==> config.mk <==
export PLATFORM = sky130hd
export DESIGN_NAME = ram_fifo
export DESIGN_NICKNAME = d
export VERILOG_FILES = /design/src/rtl/ram_fifo_pkg.sv /design/src/rtl/ram.sv /design/src/rtl/ram_fifo.sv
export SDC_FILE = /design/constraint.sdc
export NUM_CORES = 1
export LEC_CHECK = 0
export CAP_MARGIN = 20
export CORE_AREA = 4 4 126 128
export CTS_BUF_LIST = sky130_fd_sc_hd__clkbuf_4 sky130_fd_sc_hd__clkbuf_8
export DETAILED_ROUTE_END_ITERATION = 8
export DIE_AREA = 0 0 130 132
export PLACE_DENSITY = 0.79
export SLEW_MARGIN = 0
export SYNTH_ARGS = -nofsm -noshare
export SYNTH_HDL_FRONTEND = slang
export SYNTH_SLANG_ARGS = --single-unit
==> constraint.sdc <==
create_clock -name clk -period 2.8 [get_ports clk]
set_input_delay 0.56 -clock clk [delete_from_list [all_inputs] [get_ports clk]]
set_output_delay 0.56 -clock clk [all_outputs]
set_load 0.02 [all_outputs]
==> src/rtl/ram_fifo_pkg.sv <==
// Shared constants and helpers for the RAM-backed valid/ready FIFO.
// ENABLE/DISABLE select the RAM output-register mode.
`ifndef ENABLE
`define ENABLE 1'b1
`endif
`ifndef DISABLE
`define DISABLE 1'b0
`endif

package ram_fifo_pkg;

  localparam int SKID_DEPTH = 2;

  // Occupancy from free-running pointers of ptr_w bits (wraps modulo 2^ptr_w).
  function automatic logic [31:0] ptr_diff(input logic [31:0] wptr,
                                           input logic [31:0] rptr,
                                           input int unsigned ptr_w);
    logic [31:0] mask;
    mask = (32'd1 << ptr_w) - 32'd1;
    return (wptr - rptr) & mask;
  endfunction

endpackage

==> src/rtl/ram.sv <==
// Multi-port flip-flop RAM; rw_=1 reads, rw_=0 writes.
// OUTREG selects combinational or registered read data.
module ram #(
  parameter int DATA   = 16,
  parameter int DEPTH  = 8,
  parameter int PORT   = 2,
  parameter bit OUTREG = 1'b0,
  localparam int ADDR  = $clog2(DEPTH)
) (
  input  logic                        clk,
  input  logic                        reset,
  input  logic [PORT-1:0]             en,
  input  logic [PORT-1:0]             rw_,
  input  logic [PORT-1:0][ADDR-1:0]   addr,
  input  logic [PORT-1:0][DATA-1:0]   wdata,
  output logic [PORT-1:0][DATA-1:0]   rdata
);

  logic [DATA-1:0] mem [DEPTH];

  always_ff @(posedge clk) begin
    if (reset) begin
      for (int k = 0; k < DEPTH; k++) mem[k] <= '0;
    end else begin
      for (int p = 0; p < PORT; p++) begin
        if (en[p] && !rw_[p]) mem[addr[p]] <= wdata[p];
      end
    end
  end

  for (genvar p = 0; p < PORT; p++) begin : g_rd
    logic [DATA-1:0] rd_q;
    if (OUTREG) begin : g_reg
      always_ff @(posedge clk) begin
        if (reset) rd_q <= '0;
        else if (en[p] && rw_[p]) rd_q <= mem[addr[p]];
      end
    end else begin : g_comb
      assign rd_q = mem[addr[p]];
    end
    assign rdata[p] = rd_q;
  end

endmodule

==> src/rtl/ram_fifo.sv <==
// Valid/ready FIFO on a 2-port flip-flop RAM (port 0 write, port 1 read), with a
// 2-entry skid buffer hiding RAM read latency so out_valid/out_data are registered.
module ram_fifo
  import ram_fifo_pkg::*;
#(
  parameter int DATA   = 16,
  parameter int DEPTH  = 8,
  parameter bit OUTREG = `DISABLE,
  localparam int ADDR  = $clog2(DEPTH),
  localparam int CNTW  = $clog2(DEPTH + 3)
) (
  input  logic            clk,
  input  logic            reset,
  input  logic            in_valid,
  output logic            in_ready,
  input  logic [DATA-1:0] in_data,
  output logic            out_valid,
  input  logic            out_ready,
  output logic [DATA-1:0] out_data,
  output logic [CNTW-1:0] count,
  output logic            full,
  output logic            empty
);

  localparam logic [ADDR:0]   PTR_ONE = (ADDR + 1)'(1);
  localparam logic [CNTW-1:0] CNT_ONE = CNTW'(1);

  logic [ADDR:0]             wptr, rptr;
  logic [31:0]               ram_occ;
  logic                      wr_fire, out_fire, skid_load;
  logic                      rd_issue_p0, vld_p1;
  logic [2:0]                slots_used;
  logic [1:0]                skid_cnt, skid_cnt_n;
  logic [DATA-1:0]           skid_q [SKID_DEPTH];
  logic [DATA-1:0]           skid_n [SKID_DEPTH];
  logic [DATA-1:0]           rd_data;
  logic [1:0]                ram_en, ram_rw_;
  logic [1:0][ADDR-1:0]      ram_addr;
  logic [1:0][DATA-1:0]      ram_wdata, ram_rdata;
  logic                      unused_rdata0;

  assign ram_occ  = ptr_diff(32'(wptr), 32'(rptr), ADDR + 1);
  assign in_ready = (ram_occ != 32'(DEPTH));
  assign full     = ~in_ready;
  assign empty    = (count == '0);
  assign wr_fire  = in_valid & in_ready;
  assign out_fire = out_valid & out_ready;

  // Stage p0: read issue. Reserve a skid slot for every read not yet landed.
  assign slots_used  = {1'b0, skid_cnt} + {2'b0, vld_p1} - {2'b0, out_fire};
  assign rd_issue_p0 = (ram_occ != 32'd0) && (slots_used < 3'(SKID_DEPTH));

  assign ram_en       = {rd_issue_p0, wr_fire};
  assign ram_rw_      = 2'b10;
  assign ram_addr[0]  = wptr[ADDR-1:0];
  assign ram_addr[1]  = rptr[ADDR-1:0];
  assign ram_wdata[0] = in_data;
  assign ram_wdata[1] = '0;
  assign rd_data      = ram_rdata[1];
  assign unused_rdata0 = ^ram_rdata[0];

  ram #(
    .DATA   (DATA),
    .DEPTH  (DEPTH),
    .PORT   (2),
    .OUTREG (OUTREG)
  ) u_ram (
    .clk   (clk),
    .reset (reset),
    .en    (ram_en),
    .rw_   (ram_rw_),
    .addr  (ram_addr),
    .wdata (ram_wdata),
    .rdata (ram_rdata)
  );

  always_ff @(posedge clk) begin
    if (reset) begin
      wptr   <= '0;
      rptr   <= '0;
      vld_p1 <= 1'b0;
      count  <= '0;
    end else begin
      if (wr_fire)     wptr <= wptr + PTR_ONE;
      if (rd_issue_p0) rptr <= rptr + PTR_ONE;
      vld_p1 <= OUTREG && rd_issue_p0;
      case ({wr_fire, out_fire})
        2'b10:   count <= count + CNT_ONE;
        2'b01:   count <= count - CNT_ONE;
        default: count <= count;
      endcase
    end
  end

  // Stage p1: RAM data lands in the skid buffer (same cycle as issue when unregistered).
  assign skid_load = OUTREG ? vld_p1 : rd_issue_p0;

  always_comb begin
    skid_n     = skid_q;
    skid_cnt_n = skid_cnt;
    if (out_fire) begin
      skid_n[0]  = skid_q[1];
      skid_cnt_n = skid_cnt - 2'd1;
    end
    if (skid_load) begin
      skid_n[skid_cnt_n[0]] = rd_data;
      skid_cnt_n            = skid_cnt_n + 2'd1;
    end
  end

  always_ff @(posedge clk) begin
    if (reset) begin
      skid_cnt  <= '0;
      skid_q[0] <= '0;
      skid_q[1] <= '0;
    end else begin
      skid_cnt <= skid_cnt_n;
      skid_q   <= skid_n;
    end
  end

  assign out_valid = (skid_cnt != 2'd0);
  assign out_data  = skid_q[0];

endmodule
======== Word-level counts from Yosys, hierarchy flattened ========
Memories as Yosys holds them, arrays and structs flattened. A register that Yosys moved wholly into a read port is not among the register bits.
Cells that the tools add are included.
storage, ports and cells
  register bits after elaboration ......... 46
  RAM bits ................................ 128
  input bits .............................. 20
  output and inout bits ................... 24
  logic and storage cells ................. 50
  memories kept ........................... 1
memory list
  memory     words  bits a word  read ports  clocked after Yosys merged registers in  wr ports  line       text
  u_ram.mem  8      16           1           1                                        8         ram.sv:19  logic [DATA-1:0] mem [DEPTH];
operators by class
  add/subtract/negate cells ............... 8
  order comparisons ....................... 3
  eq/ne operators ......................... 3
  muxes and demuxes ....................... 18
  bitwise logic cells ..................... 4
  reductions and logical operators ........ 7
operators with widths
  operator               number
  $mux W16               3
  $bwmux W32             1
  $mux W32               1
  $reduce_bool A32 Y1    1
  $demux W16 S1          1
  $reduce_or A16 Y1      1
  $add A4 B1 Y4 const B  3
  $mux W3                3
  $pmux W4 S2            1
  $mux W1                6
  $logic_not A4 Y1       1
  $mux W2                2
  $ne A4 B4 Y1 const B   1
  $reduce_bool A2 Y1     2
  $sub A4 B1 Y4 const B  1
  $sub A4 B4 Y4          1
  $lt A3 B2 Y1 const B   1
  $sub A2 B1 Y3          1
  $add A2 B1 Y2 const B  1
  $and A1 B1 Y1          2
  $eq A2 B1 Y1 const B   1
  $eq A2 B2 Y1 const B   1
  $ge A2 B2 Y1 const B   1
  $logic_and A1 B1 Y1    2
  4 further kinds        4

======== Depth between registers and ports, before layout ========
  word-level depth ........................ 10
  depth in mapped cells ................... 15
  mapped depth without buffers ............ 13

======== Hierarchy ========
From an unflattened synthesis, not the netlist that was laid out.
unflattened totals
  cell total of the unflattened synthesis .. 854
  area total of the unflattened synthesis .. 10611.4 sq um
by module, submodules not included
  module    instances  cells each  area each (sq um)  seq. area each (sq um)
  ram       1          606         8279.2             3843.7
  ram_fifo  1          248         2332.2             920.9

======== Worst setup path after synthesis ========
Ideal clock, no wire load.
  path kind ............................... reg-to-reg
  from .................................... reg wptr[0]
  to ...................................... reg count[3]
  data arrival time ....................... 3.006 ns
  setup slack ............................. -0.277 ns
  cell stages (with the launch flop) ...... 16
  path buffers ............................ 2
  clock period less this slack ............ 3.077 ns
  cells stage by stage .................... dfxtp_1 inv_1 ha_1 nand3b_1 and3_1 o41a_1 buf_6 inv_4 buf_6 ha_1 ha_1 a21o_1 a21oi_1 xnor2_1 or3_1 a21oi_1
on the way
  cells in the longest elaborated chain, start to end .. 5
  elaborated cells between the ends (all ways) .. 7
  classes of those cells .................. add/sub: 1; eq/ne: 3; mux: 1; bitwise: 1; reduce/logical: 1
ends and longest elaborated chain
  item                                                      line                text
  start: declaration                                        ram_fifo.sv:28      logic [ADDR:0] wptr, rptr;
  start signal: assignment                                  ram_fifo.sv:84      if (wr_fire) wptr <= wptr + PTR_ONE;
  $sub A4 B4 Y4 *                                           ram_fifo_pkg.sv:20  return (wptr - rptr) & mask;
  $ne A4 B4 Y1 *                                            ram_fifo.sv:43      assign in_ready = (ram_occ != 32'(DEPTH));
  $and A1 B1 Y1 *                                           ram_fifo.sv:46      assign wr_fire = in_valid & in_ready;
  $eq A2 B1 Y1 / $eq A2 B2 Y1 (equally long branches)       ram_fifo.sv:87      case ({wr_fire, out_fire})
  $pmux W4 S2 / $reduce_bool A2 Y1 (equally long branches)  -
  end signal: assignment                                    ram_fifo.sv:88      2'b10: count <= count + CNT_ONE;
  end signal: assignment                                    ram_fifo.sv:89      2'b01: count <= count - CNT_ONE;
  end signal: assignment                                    ram_fifo.sv:90      default: count <= count;
  end: declaration                                          ram_fifo.sv:20      output logic [CNTW-1:0] count,
Mark *: on every way between the ends. The rest lies on a longest branch, timed or not.
A chain may end at the register's enable or synchronous reset.

======== Worst setup path after layout ========
  from .................................... reg rptr[2]
  to ...................................... reg count[3]
on the way
  cells in the longest elaborated chain, start to end .. 5
  elaborated cells between the ends (all ways) .. 7
  classes of those cells .................. add/sub: 1; eq/ne: 3; mux: 1; bitwise: 1; reduce/logical: 1
ends and longest elaborated chain
  item                                                      line                text
  start: declaration                                        ram_fifo.sv:28
  start signal: assignment                                  ram_fifo.sv:85      if (rd_issue_p0) rptr <= rptr + PTR_ONE;
  $sub A4 B4 Y4 *                                           ram_fifo_pkg.sv:20
  $ne A4 B4 Y1 *                                            ram_fifo.sv:43
  $and A1 B1 Y1 *                                           ram_fifo.sv:46
  $eq A2 B1 Y1 / $eq A2 B2 Y1 (equally long branches)       ram_fifo.sv:87
  $pmux W4 S2 / $reduce_bool A2 Y1 (equally long branches)  -
Marked as above.

==> metrics.md <==
| Metric | Value |
|---|---|
| Run status | `finished clean` |
| Worst clock skew | `0.00941 ns` |
| FF-to-FF End | `count[3]` |
| Adder and majority cell fraction of the synthesized area | `0.0193` |
| Reg2reg start | `rptr[2]` |
| Hold path depth | `2` |
| Synth unique cells | `47` |
| Ports | `44` |
| Layout fillers | `1,109` |
| Final net count | `673` |
| Area of the die | `0.0172 sq mm` |
| Final setup fails | `0` |
| Most common flop cell mapped by yosys | `edfxtp_1` |
| Grt ovf | `0` |
| RePlAce Congestion | `0.843` |
| Final Hold Fails | `0` |
| First-pass GRT wire length | `27.6 mm` |
| Post CTS Setup Buffer Count | `0` |
| Max Root-Sink Buffers | `2` |
| Core Box Area | `0.0149 sq mm` |
| Drt first pass iters | `5` |
| Worst-Skew Late Latency | `0.45 ns` |
| Setup TNS | `0 ns` |
| Tcrit/Tclk final | `0.982` |
| Largest family of logic cells by synthesized area | `simple AND/OR/NAND/NOR gates` |
| Cell area after synthesis | `0.00818 sq mm` |
| DRC | `0` |
| Total Routed Length | `17.3 mm` |
| R2R depth | `13` |
| Hold Buf Count CTS | `0` |
| Number of synthesized flops with an enable pin | `128` |
| # rows | `45` |
| Instance count of the mapped netlist | `607` |
| Slew Limit Fails | `0` |
| Post-Synth XOR/XNOR Area | `0.00963` |
| CP Max Fanout | `4` |
| Synth Area in Simple Gates | `0.157` |
| Starting DRT DRC Count | `396` |
| # H-tree levels | `4` |
| Max_cap viols | `0` |
| Post-route insts no fill | `842` |
| GRT Overall Usage | `0.212` |
| Final min period | `2.75 ns` |
| Most frequent cells in the layout | `128 x edfxtp_1, 96 x and2_1, 47 x and3_1` |
| Clock sinks | `177` |
| RSZ-0062 raised after global routing | `yes` |
| Vias in the first global route | `5,052` |
| CTS clock-pin slew for the worst setup and hold paths | `0.09 ns` |
| Clk root buf | `clkbuf_8` |
| Critical Path Start Type | `flip-flop` |
| Syn_area_per_cell | `13.5 sq um` |
| Pleak | `3.43 nW` |
| Via count | `5,089` |
| Starting density of the core | `0.551` |
| Layout cells sized above 1 | `0.187` |
| Drt via density | `6.04` |
| R2R Setup Slk | `0.05 ns` |
| Worst EP arrival | `3.13 ns` |
| Initial antenna violation count | `0` |
| Die Span X | `130 um` |
| Hpwl dp | `10.8 mm` |
| Worst Hold Class | `flip-flop to flip-flop` |
| Pwr per Cell Area | `919 mW/mm^2` |
| Ys Warns | `0` |
| Critical path class | `flip-flop to flip-flop` |
| Number of routed nets with antenna violations | `0` |
| Synth async-reset ratio | `0` |
| Sequential-to-total area share from yosys stat | `0.590` |
| CP required | `3.18 ns` |
| Port Buffers | `43` |
| Largest net degree at the start of global routing | `55` |
| Yosys reg bits | `177` |
| Crit. End Element | `flip-flop` |
| Die height | `132 um` |
| Area delta synth->final | `12.9%` |
| Fmax | `364 MHz` |
| Placed Instances | `809` |
| CTS tree | `done` |
| Antenna diodes | `0` |
| Syn_nets | `639` |
| Mux contribution to synthesized area | `0.110` |
| Most common cell after layout, fill and taps aside | `edfxtp_1` |
| Post-synthesis compound-gate area fraction | `0.0697` |
| WL/cell | `20.6 um` |
| Cts bufs inserted | `17` |
| Final WS setup | `0.0504 ns` |
| VDD IR max | `569 uV` |
| Place WS | `-0.268 ns` |
| Worst-margin pin slew | `0.733 ns` |
| Slew headroom | `0.510` |
power breakdown:
part	internal, mW	switching [mW]
clock network	0.615	0.891
logic	1.55	2.07
registers	3.21	0.163
logic make-up after synthesis:
logic type                 after synthesis
buffers and inverters                   72
xor gates and xnor gates                 9
and+or+nand+nor                        209
AOI/OAI and AO/OA                       78
muxes                                   50
adders and majority gates               12
DFF                                    177
how the worst max path moves through the flow:
stage | start | to | slack, ns | depth (start not counted)
after global routing | rptr[2] | count[3] | -0.02 | 13
after CTS | rptr[1] | count[3] | 0.009 | 13
after floorplan | wptr[0] | count[3] | -0.01 | 15
after global placement | out_ready | out_data[10] | -0.03 | 8
final | rptr[2] | count[3] | 0.05 | 13
after detailed placement | out_ready | out_data[11] | -0.27 | 8
through the flow:
stage                     power (mW)  instance area [sq um]  hold WS [ns]  utilization
after CTS                       8.50                   9220         0.492        0.620
final                           8.49                   9240         0.494        0.622
after global placement          6.87                   8890         0.473        0.598
after floorplan                 6.01                   8270         0.463            -
after global routing            9.02                   9240         0.520        0.622
after detailed placement        7.01                   8890         0.480        0.598
area by class of cell:
cell class	instances	area [sq um]	share of cell area
Clock buffer	18	241	0.0261
Clock inverter	14	88.8	0.00961
Inverter	14	57.6	0.00623
Multi-Input combinational cell	358	3100	0.335
Sequential cell	177	4830	0.523
Tap cell	188	235	0.0255
Timing Repair Buffer	73	686	0.0742
critical path, stage by stage (launching register included):
cell and delay [ns]:
dfxtp_2 0.35, inv_2 0.06, ha_4 0.30, nand3b_1 0.13, and3_4 0.20, o41a_1 0.36
inv_4 0.10, ha_4 0.14, ha_1 0.22, a21o_1 0.19, a21oi_2 0.13, xnor2_1 0.08
or3_1 0.30, a21oi_1 0.13
cells in the mapped netlist, types with 5 or more instances:
library cell	n	area [sq um]
a211oi_1	32	240
a21oi_1	14	70.1
a221oi_1	16	140
and2_1	96	601
and3_1	48	300
buf_4	16	120
clkbuf_1	32	120
dfxtp_1	49	981
edfxtp_1	128	3840
ha_1	11	138
inv_1	12	45.0
mux2i_1	16	160
mux4_2	32	721
nand2_1	6	22.5
nor2_1	27	101
o21ai_0	5	25.0
xor2_1	5	43.8
per-layer routing:
layer	GRT usage	share of wire	up-vias
met5	0	0	-
met4	0.0733	0.016	0
met3	0.0389	0.069	18
met2	0.348	0.52	201
met1	0.285	0.40	2536
li1	-	-	2334
timing repair:
| item | CTS | global route |
|---|---|---|
| endpoints found under the setup margin | 2 | 33 |
| cloned | 0 | 0 |
| resized for setup | 3 | 4 |
(Power assumes the default switching activity.)
